$ cat src/rtl/local_sram_pkg.sv
// Shared definitions for the local SRAM controller: FSM encoding, bank geometry,
// port ids and the requester payload.
package local_sram_pkg;

    localparam int unsigned ADDR_BITS = 24;
    localparam int unsigned DATA_BITS = 32;
    localparam int unsigned SEL_BITS  = 4;
    localparam int unsigned WORD_BITS = 9;
    localparam int unsigned BANK_BIT  = 11;

    // Address bits that must be zero for the access to land in the 4 KB macro pair.
    localparam logic [ADDR_BITS-1:0] OUT_OF_RANGE_MASK = 24'hFFF000;

    localparam logic [1:0] ST_IDLE      = 2'd0;
    localparam logic [1:0] ST_ACCESS    = 2'd1;
    localparam logic [1:0] ST_READ_WAIT = 2'd2;
    localparam logic [1:0] ST_DONE      = 2'd3;

    localparam logic PORT_CORE       = 1'b0;
    localparam logic PORT_PERIPHERAL = 1'b1;

    typedef struct packed {
        logic [ADDR_BITS-1:0] address;
        logic [SEL_BITS-1:0]  byte_select;
        logic                 write_enable;
        logic                 read_enable;
        logic [DATA_BITS-1:0] data_write;
    } sram_req_t;

    function automatic logic addr_in_range(input logic [ADDR_BITS-1:0] addr);
        return (addr & OUT_OF_RANGE_MASK) == '0;
    endfunction

endpackage

$ cat src/rtl/sram_port_arbiter.sv
// Two-requester round-robin: on a tie the port not granted last wins.
module sram_port_arbiter
    import local_sram_pkg::*;
(
    input  logic clk,
    input  logic rst_n,
    input  logic req_core,
    input  logic req_peripheral,
    input  logic update,
    output logic grant_id_c,
    output logic grant_valid_c
);

    logic last_grant_q;

    always_comb begin
        grant_valid_c = req_core | req_peripheral;
        grant_id_c    = PORT_CORE;
        if (req_core && req_peripheral) begin
            grant_id_c = ~last_grant_q;
        end else if (req_peripheral) begin
            grant_id_c = PORT_PERIPHERAL;
        end
    end

    // Reset to peripheral so the core wins the first tie.
    always_ff @(posedge clk or negedge rst_n) begin
        if (!rst_n) begin
            last_grant_q <= PORT_PERIPHERAL;
        end else if (update && grant_valid_c) begin
            last_grant_q <= grant_id_c;
        end
    end

endmodule

$ cat src/rtl/local_sram_controller.sv
// Arbitrates the core and Wishbone peripheral ports onto two 512x32 single-port
// SRAM macros with registered inputs and one-cycle read latency.
module local_sram_controller
    import local_sram_pkg::*;
#(
    parameter int unsigned WORD_ADDRESS_BITS = WORD_BITS,
    parameter int unsigned BANK_SELECT_BIT   = BANK_BIT
) (
    input  logic                         wb_clk_i,
    input  logic                         wb_rst_n_i,
    input  logic [23:0]                  peripheral_address,
    input  logic [3:0]                   peripheral_byteSelect,
    input  logic                         peripheral_writeEnable,
    input  logic                         peripheral_readEnable,
    input  logic [31:0]                  peripheral_dataWrite,
    output logic [31:0]                  peripheral_dataRead,
    output logic                         peripheral_busy,
    input  logic [23:0]                  core_address,
    input  logic [3:0]                   core_byteSelect,
    input  logic                         core_writeEnable,
    input  logic                         core_readEnable,
    input  logic [31:0]                  core_dataWrite,
    output logic [31:0]                  core_dataRead,
    output logic                         core_busy,
    output logic [1:0]                   sram_csb,
    output logic                         sram_web,
    output logic [3:0]                   sram_wmask,
    output logic [WORD_ADDRESS_BITS-1:0] sram_addr,
    output logic [31:0]                  sram_din,
    input  logic [31:0]                  sram0_dout,
    input  logic [31:0]                  sram1_dout
);

    sram_req_t core_req;
    sram_req_t periph_req;
    sram_req_t sel_req;

    logic core_request_c;
    logic periph_request_c;
    logic grant_id_c;
    logic grant_valid_c;

    logic [1:0]                   state_q,     state_d;
    logic                         grant_q,     grant_d;
    logic                         is_write_q,  is_write_d;
    logic                         bank_q,      bank_d;
    logic [1:0]                   csb_q,       csb_d;
    logic                         web_q,       web_d;
    logic [3:0]                   wmask_q,     wmask_d;
    logic [WORD_ADDRESS_BITS-1:0] addr_q,      addr_d;
    logic [31:0]                  din_q,       din_d;
    logic [31:0]                  read_data_q, read_data_d;

    assign core_req   = '{address: core_address, byte_select: core_byteSelect,
                          write_enable: core_writeEnable, read_enable: core_readEnable,
                          data_write: core_dataWrite};
    assign periph_req = '{address: peripheral_address, byte_select: peripheral_byteSelect,
                          write_enable: peripheral_writeEnable, read_enable: peripheral_readEnable,
                          data_write: peripheral_dataWrite};

    assign core_request_c   = core_writeEnable | core_readEnable;
    assign periph_request_c = peripheral_writeEnable | peripheral_readEnable;
    assign sel_req          = (grant_id_c == PORT_CORE) ? core_req : periph_req;

    // Byte offset and the read flag (write wins when both are set) carry no decode.
    logic unused_sel_bits;
    assign unused_sel_bits = ^{sel_req.read_enable, sel_req.address[1:0]};

    sram_port_arbiter u_arbiter (
        .clk            (wb_clk_i),
        .rst_n          (wb_rst_n_i),
        .req_core       (core_request_c),
        .req_peripheral (periph_request_c),
        .update         (state_q == ST_IDLE),
        .grant_id_c     (grant_id_c),
        .grant_valid_c  (grant_valid_c)
    );

    always_ff @(posedge wb_clk_i or negedge wb_rst_n_i) begin
        if (!wb_rst_n_i) begin
            state_q     <= ST_IDLE;
            grant_q     <= PORT_CORE;
            is_write_q  <= 1'b0;
            bank_q      <= 1'b0;
            csb_q       <= 2'b11;
            web_q       <= 1'b1;
            wmask_q     <= '0;
            addr_q      <= '0;
            din_q       <= '0;
            read_data_q <= '0;
        end else begin
            state_q     <= state_d;
            grant_q     <= grant_d;
            is_write_q  <= is_write_d;
            bank_q      <= bank_d;
            csb_q       <= csb_d;
            web_q       <= web_d;
            wmask_q     <= wmask_d;
            addr_q      <= addr_d;
            din_q       <= din_d;
            read_data_q <= read_data_d;
        end
    end

    // Next state and next macro-pin values; macro pins are registered.
    always_comb begin
        state_d     = state_q;
        grant_d     = grant_q;
        is_write_d  = is_write_q;
        bank_d      = bank_q;
        csb_d       = csb_q;
        web_d       = web_q;
        wmask_d     = wmask_q;
        addr_d      = addr_q;
        din_d       = din_q;
        read_data_d = read_data_q;

        case (state_q)
            ST_IDLE: begin
                if (grant_valid_c) begin
                    grant_d    = grant_id_c;
                    is_write_d = sel_req.write_enable;
                    bank_d     = sel_req.address[BANK_SELECT_BIT];
                    if (addr_in_range(sel_req.address)) begin
                        csb_d         = 2'b11;
                        csb_d[bank_d] = 1'b0;
                        web_d         = ~sel_req.write_enable;
                        wmask_d       = sel_req.write_enable ? sel_req.byte_select : 4'b0000;
                        addr_d        = sel_req.address[WORD_ADDRESS_BITS+1:2];
                        din_d         = sel_req.data_write;
                        state_d       = ST_ACCESS;
                    end else begin
                        read_data_d = '0;
                        state_d     = ST_DONE;
                    end
                end
            end
            ST_ACCESS: begin
                csb_d   = 2'b11;
                web_d   = 1'b1;
                state_d = is_write_q ? ST_DONE : ST_READ_WAIT;
            end
            ST_READ_WAIT: begin
                read_data_d = bank_q ? sram1_dout : sram0_dout;
                state_d     = ST_DONE;
            end
            ST_DONE: begin
                state_d = ST_IDLE;
            end
            default: begin
                state_d = ST_IDLE;
            end
        endcase
    end

    assign sram_csb   = csb_q;
    assign sram_web   = web_q;
    assign sram_wmask = wmask_q;
    assign sram_addr  = addr_q;
    assign sram_din   = din_q;

    // Busy drops only for the granted port in DONE, so it rises with the request.
    assign core_busy       = core_request_c   && !(state_q == ST_DONE && grant_q == PORT_CORE);
    assign peripheral_busy = periph_request_c && !(state_q == ST_DONE && grant_q == PORT_PERIPHERAL);

    assign core_dataRead       = (grant_q == PORT_CORE)       ? read_data_q : 32'h0;
    assign peripheral_dataRead = (grant_q == PORT_PERIPHERAL) ? read_data_q : 32'h0;

endmodule

$ cat config.mk
export PLATFORM = sky130hd
export DESIGN_NAME = local_sram_controller
export DESIGN_NICKNAME = d
export VERILOG_FILES = /design/src/rtl/local_sram_pkg.sv /design/src/rtl/sram_port_arbiter.sv /design/src/rtl/local_sram_controller.sv
export SDC_FILE = /design/constraint.sdc
export NUM_CORES = 1
export LEC_CHECK = 0
export CAP_MARGIN = 0
export CORE_ASPECT_RATIO = 0.5
export CORE_MARGIN = 5
export CORE_UTILIZATION = 33
export CTS_BUF_LIST = sky130_fd_sc_hd__clkbuf_8 sky130_fd_sc_hd__clkbuf_16
export DETAILED_ROUTE_END_ITERATION = 8
export PLACE_DENSITY = 0.74
export SLEW_MARGIN = 20
export SYNTH_ARGS = -nofsm -noshare
export SYNTH_HDL_FRONTEND = slang
export SYNTH_SLANG_ARGS = --single-unit
$ cat constraint.sdc
create_clock -name wb_clk_i -period 2.6 [get_ports wb_clk_i]
set_input_delay 0.39 -clock wb_clk_i [delete_from_list [all_inputs] [get_ports wb_clk_i]]
set_output_delay 0.39 -clock wb_clk_i [all_outputs]
set_load 0.02 [all_outputs]
After elaboration in Yosys (flattened, before gate mapping)
Cells that the tools add are included.
W data, S select, Z words.
- register bits: 86
- latch bits: 0
- RAM bits: 0
- memory bits (read-only): 0
- input port bits: 190
- word-level logic and storage cells: 65
- memories kept: 0
- add/sub/neg operators: 0
- $mul: 0
- div/mod/pow operators: 0
- magnitude comparators: 2
- equal/unequal tests: 6
- shifts and indexed selects: 0
- muxes and demuxes: 22
- bitwise gates (word level): 7
- reductions and logical operators: 17
- operators with widths (kind ; number):
    $mux W32 ; 5
    $pmux W32 S2 ; 1
    $mux W62 ; 1
    $logic_not A24 Y1 ; 1
    $reduce_and A3 Y1 ; 3
    $mux W2 ; 4
    $pmux W2 S4 ; 1
    $logic_and A1 B1 Y1 ; 7
    $mux W1 ; 6
    $ne A2 B2 Y1 const B ; 3
    $eq A2 B2 Y1 const B ; 2
    $mux W4 ; 1
    $pmux W2 S2 ; 1
    $reduce_bool A2 Y1 ; 2
    $not A1 Y1 ; 3
    $or A1 B1 Y1 ; 3
    $eq A2 B1 Y1 const B ; 1
    $logic_not A1 Y1 ; 2
    $logic_not A2 Y1 ; 1
    $lt A1 B2 Y1 const B ; 1
    $not A2 Y2 ; 1
    $pmux W1 S2 ; 1
    $reduce_and A2 Y1 ; 1
    $demux W1 S1 ; 1
    $ge A1 B1 Y1 const B ; 1

Logic depth before layout (Yosys ltp)
- depth after elaboration: 12
- gate-level depth with buffers: 9

By module
From an unflattened synthesis, not the netlist that was laid out.
- cell total of the unflattened synthesis: 549
- area, all modules: 5690.5 um2
- by module, submodules not included (module ; times used ; cells an instance ; area an instance (um2)):
    local_sram_controller ; 1 ; 544 ; 5639.2
    sram_port_arbiter ; 1 ; 5 ; 51.3

Worst setup path after synthesis
OpenSTA, ideal clock, no wires.
- path kind: reg-to-reg
- start point: register state_q[0]
- end point: register wmask_q[0], in the netlist sram_wmask[0]
- library setup time: 0.125 ns
- arrival time: 1.804 ns
- path slack: 0.672 ns
- stages on the path, launching flop included: 8
- period minus slack after synthesis: 1.928 ns
- cell sequence: dfrtp_1 > inv_1 > ha_1 > o41ai_4 > a21o_2 > o22ai_1 > buf_2 > mux2_2
- longest elaborated chain between the ends: 2
- ends and longest elaborated chain (item ; RTL line ; source):
    start: declaration ; local_sram_controller.sv:43 ; logic [1:0] state_q, state_d;
    start signal: assignment ; local_sram_controller.sv:92 ; state_q <= state_d;
    $logic_not A2 Y1 ; local_sram_controller.sv:118 ; case (state_q)
    $reduce_and A3 Y1 (no line) ; -- ;
    end signal: assignment ; local_sram_controller.sv:98 ; wmask_q <= wmask_d;
    end: declaration ; local_sram_controller.sv:49 ; logic [3:0] wmask_q, wmask_d;
No other way between the ends.
A chain may end at the register's enable or synchronous reset.

Worst setup path after layout
- start point: register state_q[0]
- end point: register din_q[5], in the netlist sram_din[5]
- longest elaborated chain between the ends: 2
- ends and longest elaborated chain (item ; RTL line ; source):
    $logic_not A2 Y1 ; local_sram_controller.sv:118 ;
    $reduce_and A3 Y1 (no line) ; -- ;
    end signal: assignment ; local_sram_controller.sv:100 ; din_q <= din_d;
    end: declaration ; local_sram_controller.sv:51 ; logic [31:0] din_q, din_d;
No other way between the ends.

==> out/summary.txt <==
setup_tns: 0 ns
remaining global-route overflow: 0
number of port buffers: 299
DP HPWL: 11.8 mm
final-layout worst hold slack: 0.483 ns
nets@finish: 999
number of max-slew violations in the final report: 0
Post-route DRC: 0
CTS tree: built
number of top-level pins: 304
area growth from synthesis to layout: 74.1%
gate count of the mapped netlist: 513
final number of setup-violating endpoints: 0
setup repair after global routing missed its margin: no
reported max-cap violation count: 0
RePlAce Congestion: 0.774
number of DRC markers in iteration 0: 137
Static Leakage: 3.56 nW
post-detailed-routing wire length: 15.2 mm
class of the tightest hold or removal check: flop to flop
initial antenna violation count: 0
combined buffer and inverter count along the critical path: 4
total via count in the routed design: 4607
overall power: 0.00578 W
clock transition at the registers of the reported paths: 0.06 ns
Routed wire per std cell: 15.1 microns
CTS Buffer Depth: 2
CP cell instances: inv_1 -> ha_1 -> o41ai_4 -> buf_4 -> a21o_2 -> o22ai_4 -> buf_12 -> buf_12 -> nor2_1 -> a21oi_1
floorplan die area: 17300 sq um
Most Frequent Cell on Critical Path: buf_12
Final Cycle Share: 88.1%
cell family with the largest share of critical-path delay: buffers and inverters
post-synthesis cell type count: 32
arrival time of data at the critical path endpoint: 2.55 ns
synth warn: 0
post-route minimum period: 2.29 ns
critical path required time: 2.85 ns
ANT cells: 0
Core Box Area: 14400 sq um
register area share after synthesis: 44.7%
Vias/cell: 4.57
vias in the first global route: 4765
die height: 95.5 microns
Slowest cell on crit path: dfrtp_1
worst setup path category: flop to flop
mapped cell area: 4820 sq um
count of flip-flops with a built-in enable after synthesis: 0
horizontal die dimension: 181 microns
H-Tree Depth: 3
net count of the mapped netlist: 708
asr flop ratio synth: 100%
# rows: 31
number of clock sinks seen by CTS: 86
syn avg cell area: 9.40 sq um
ys flop type: dfrtp_1
worst-case vdd ir drop: 0.000394 V
register bit total from synthesis: 86
kind of end point of the critical path: flop
final hold violation count: 0
clk root buf: clkbuf_16
critical path launch point type: flop
wire length of the first global-routing pass: 23.7 mm
maximum fanout encountered on the critical timing path: 45
slew at the pin closest to its max-slew limit: 0.659 ns
max_slew headroom: 55.6%
first-pass detailed-route iteration total: 4
effective utilization at floorplan: 33.5%
GRT Total Usage: 16.9%
power density over cell area: 689 nW/um^2
delay of the slowest cell on the worst path: 0.43 ns
Fmax achieved: 436 MHz
remaining antenna violation count: 0
pin count of the biggest net entering global routing: 65
number of clock buffers inserted by TritonCTS: 9
later-pin clock latency in the skew report: 0.34 ns
maximum clock skew at final layout: 0.00884 ns
share of final-layout standard cells stronger than drive strength 1: 10.4%
run status: complete, no violations
## Yosys cell counts (all sizes together) (3+ instances only)
library cell	n	area share [%]
dfrtp	82	43
and2	32	4.2
nand3	4	0.42
mux2	37	8.6
nor4	6	0.78
a31oi	3	0.39
nor2b	33	4.3
buf	21	3.0
dfstp	4	2.2
inv	6	0.47
a21oi	47	5.0
a211oi	3	0.47
clkbuf	15	1.2
o21ai	35	3.8
ha	5	1.3
nand2	73	5.7
mux2i	46	9.5
nor2	51	4.0
## worst register-to-register path, cell delays in order, from the launching register on
cell	delay, ns
dfrtp_1	0.43
inv_1	0.13
ha_1	0.32
o41ai_4	0.16
buf_4	0.18
a21o_2	0.20
o22ai_4	0.17
buf_12	0.19
buf_12	0.23
nor2_1	0.08
a21oi_1	0.12
## registers in the layout, summed over array words and instances (netlist names)
name	count
sram_web	1
sram_addr	9
u_arbiter.last_grant_q	1
sram_csb	2
sram_wmask	4
state_q	2
grant_q	1
bank_q	1
read_data_q	32
is_write_q	1
sram_din	32
## cells by family after synthesis
| logic type | after synthesis | share of synthesized area (%) |
|---|---|---|
| simple gates | 203 | 19.8 |
| compound gates | 94 | 11.4 |
| flops | 86 | 44.7 |
| mux | 83 | 18.2 |
| buf+inv | 42 | 4.59 |
| fa+ha+maj | 5 | 1.30 |
## path summary, 6_finish.rpt
kind,startpoint,end,slack (ns),cells after the start
max,state_q[0],sram_din[5],0.31,10
min,is_write_q,is_write_q,0.48,2
max reg2reg,state_q[0],sram_din[5],0.31,10
min reg2reg,is_write_q,is_write_q,0.48,2
max in group asynchronous,wb_rst_n_i,u_arbiter.last_grant_q,1.40,3
min in group asynchronous,wb_rst_n_i,sram_addr[0],0.50,2
## cell type report
class,instances,area [sq um]
clock inverter,7,97.6
fill,1234,5990
multi-input combinational,385,2460
tap,198,248
timing repair buffer,316,3180
clock buffer,9,225
inverter,6,22.5
sequential,86,2160
## routing by layer
metal | GRT usage, % | part of all wire (%) | vias to the layer above
li1 | - | - | 2307
met1 | 18.8 | 39 | 2174
met2 | 32.7 | 55 | 114
met3 | 4.73 | 5.1 | 12
met4 | 3.43 | 0.95 | 0
met5 | 0 | 0 | -
## power by group
part           internal (W)  switching [W]
registers           0.00152       0.000113
clock network      0.000846       0.000556
logic               0.00131        0.00144
total               0.00367        0.00211
## stage by stage
step | std cells | instance area (sq um) | setup WS, ns | utilization [%]
global route | 1007 | 8400 | 0.136 | 58.3
detailed placement | 990 | 8060 | 0.0645 | 56.0
CTS | 1007 | 8400 | 0.317 | 58.3
global placement | 990 | 8060 | 0.191 | 56.0
floorplan | 513 | 4820 | 0.672 | -
finish | 1007 | 8400 | 0.309 | 58.3
## cell usage in the layout (no fill, tap or decap), types with 12 or more instances in the layout
master / count
nand2_1: 72
clkdlybuf4s50_1: 298
mux2i_1: 46
o21ai_0: 32
and2_1: 32
nor2_1: 51
a21oi_1: 46
mux2_2: 37
nor2b_1: 33
dfrtp_1: 81
buf_4: 12
## repair_timing
action | CTS | global route
buffers inserted | 0 | 0
setup endpoints to repair | 0 | 0
gates resized for setup | 0 | 0
endpoints found under the hold margin | 23 | 0
hold buffers | 1 | 0
(Power assumes the default switching activity.)
==> edit (same flow settings) <==
`WORD_BITS`: 9 -> 10.
--- a/src/rtl/local_sram_pkg.sv
+++ b/src/rtl/local_sram_pkg.sv
@@ -7,3 +7,3 @@
     localparam int unsigned SEL_BITS  = 4;
-    localparam int unsigned WORD_BITS = 9;
+    localparam int unsigned WORD_BITS = 10;
     localparam int unsigned BANK_BIT  = 11;
Ports: changed (resized sram_addr); port bits go from 304 to 305. The function was not compared with the original's and may differ.
==> edit against the unedited design <==
Power is 13% higher; cell area is 1.1% higher; global-route usage is 0.12 points higher; clock skew is 2.5 ps lower; critical path type is now flop to output port; setup slack better by 35 ps; via count is 0.98% higher; sequential share of layout area hardly changed; die area is 2.4% higher; critical path depth is 7 lower; routed wire length is 1.1% higher; synthesized cell count is 0.39% lower; sequential cell count is 1 higher; cell count is 0.30% lower; synthesized area is 2.6% higher.
==> edit: results (changes against the unedited design) <==
status - complete, no violations
first-pass GRT wire length - 24300 um (+2.3%)
nets - 996 (-0.30%)
Global Route Usage Sum - 17.0% (+0.12 points)
post-route minimum period - 2260 ps (-35.4 ps)
HPWL Detailed - 12100 um (+3.0%)
Worst path max stage delay - 620 ps (+190 ps)
layout cells sized above 1 - 9.55% (-0.83 points)
worst slew pin tran - 555 ps (-104 ps)
worst setup path startpoint - grant_q
worst r2r path cells - 6 (-4)
Peak VDD IR - 0.695 mV (+77%)
H-tree levels - 3 (unchanged)
CP endpoint - peripheral_dataRead[13]
met3 Usage GRT - 4.67% (-0.051 points)
most frequent cells after synthesis - 83 x dfrtp_1, 72 x nand2_1, 48 x mux2i_1
post-synthesis sequential area ratio - 44.1% (-0.63 points)
R2R Path End - sram_web
mux share of post-synthesis cell area - 17.2% (-0.97 points)
count of cell types in the netlist - 37 (+16%)
Layout Skew - 6.31 ps (-2.54 ps)
Synth Area in Adders - 1.26% (-0.033 points)
Placer Congestion - 0.744 (-3.9%)
Leakage - 3.93 nW (+11%)
total routed wirelength - 15400 um (+1.1%)
DRT iter0 DRCs - 95 (-31%)
Critical Path AT - 1870 ps (-680 ps)
port buffer count - 300 (+0.33%)
R2R Setup Slk - 580 ps (+270 ps)
met1 Track Usage GR - 19.2% (+0.36 points)
Synth Area in Compound Gates - 14.4% (+3.0 points)
Slowest-stage cell, CP - clkdlybuf4s50_1
vias in the first global route - 4887 (+2.6%)
largest fanout on the critical path - 56 (+24%)
min-delay worst type - input port to asynchronous set/reset pin
ranking of synthesized cells by area - dfrtp_1 42%, mux2i_1 9.7%, mux2_2 7.5%
net count after synthesis - 706 (-0.28%)
met2 Use GR - 32.1% (-0.57 points)
fill count - 1304 (+5.7%)
pre-CTS setup slack - 179 ps (+115 ps)
Vias/cell - 4.63 (+1.3%)
-- edit: changes by cell type after synthesis, moves of 3 or more --
| cell | unedited run | this run |
|---|---|---|
| a21o_1 | 0 | 41 |
| mux2_2 | 37 | 33 |
| buf_2 | 15 | 10 |
| o2bb2ai_1 | 0 | 4 |
| nor2_1 | 51 | 45 |
| clkbuf_1 | 15 | 18 |
| o21ai_0 | 32 | 35 |
| a21oi_1 | 46 | 4 |
-- edit: per-layer routing --
layer  vias to the layer above  routed length [um]
met5                         -                   0
met3                        18                 928
met1                      2185                6010
met4                         0                 300
met2                       138                8170
li1                       2311                   -
-- edit: critical path, delay by kind of cell, from the launching register on --
family | cells | cell delay, ps
buffers and inverters | 2 | 860
DFF | 1 | 490
and+or+nand+nor | 1 | 160
-- edit: cell families after synthesis --
family,after synthesis
simple gates,196
compound gates,101
flops,87
mux,81
buf+inv,41
fa+ha+maj,5
-- edit: power by group through the flow --
stage	Clock [W]	Sequential [W]	Combinational, W
3_5_place_dp	0	0.00189	0.00337
5_1_grt	0.00142	0.00191	0.00365
6_report	0.00132	0.00187	0.00333
4_1_cts	0.00137	0.00187	0.00338
2_1_floorplan	0	0.00181	0.00216
3_3_place_gp	0	0.00187	0.00331
-- edit: area by class of cell --
| class | instances | area, sq um | share of cell area [%] |
|---|---|---|---|
| timing repair buffer | 314 | 3170 | 37.3 |
| multi-input combinational | 383 | 2560 | 30.2 |
| sequential | 87 | 2180 | 25.7 |
| tap | 198 | 248 | 2.92 |
| clock buffer | 9 | 225 | 2.65 |
| clock inverter | 7 | 80.1 | 0.944 |
| inverter | 6 | 22.5 | 0.265 |
-- edit: worst min-delay path by stage --
stage	start	endpoint
3_5_place_dp	wb_rst_n_i	sram_din[4]
5_1_grt	wb_rst_n_i	sram_din[4]
6_report	wb_rst_n_i	sram_din[4]
2_1_floorplan	wb_rst_n_i	bank_q
3_3_place_gp	wb_rst_n_i	sram_din[4]
4_1_cts	wb_rst_n_i	sram_din[4]
-- edit: per-stage QoR --
stage | total power [W] | util (%) | hold slack [ps] | cell area (sq um) | instances
global route | 0.00698 | 58.2 | 81.8 | 8490 | 1004
finish | 0.00652 | 58.2 | 40.3 | 8490 | 1004
detailed placement | 0.00526 | 56.1 | 421 | 8180 | 988
global placement | 0.00518 | 56.1 | 424 | 8180 | 988
floorplan | 0.00397 | - | 94.4 | 4950 | 511
CTS | 0.00661 | 58.2 | 57.5 | 8490 | 1004
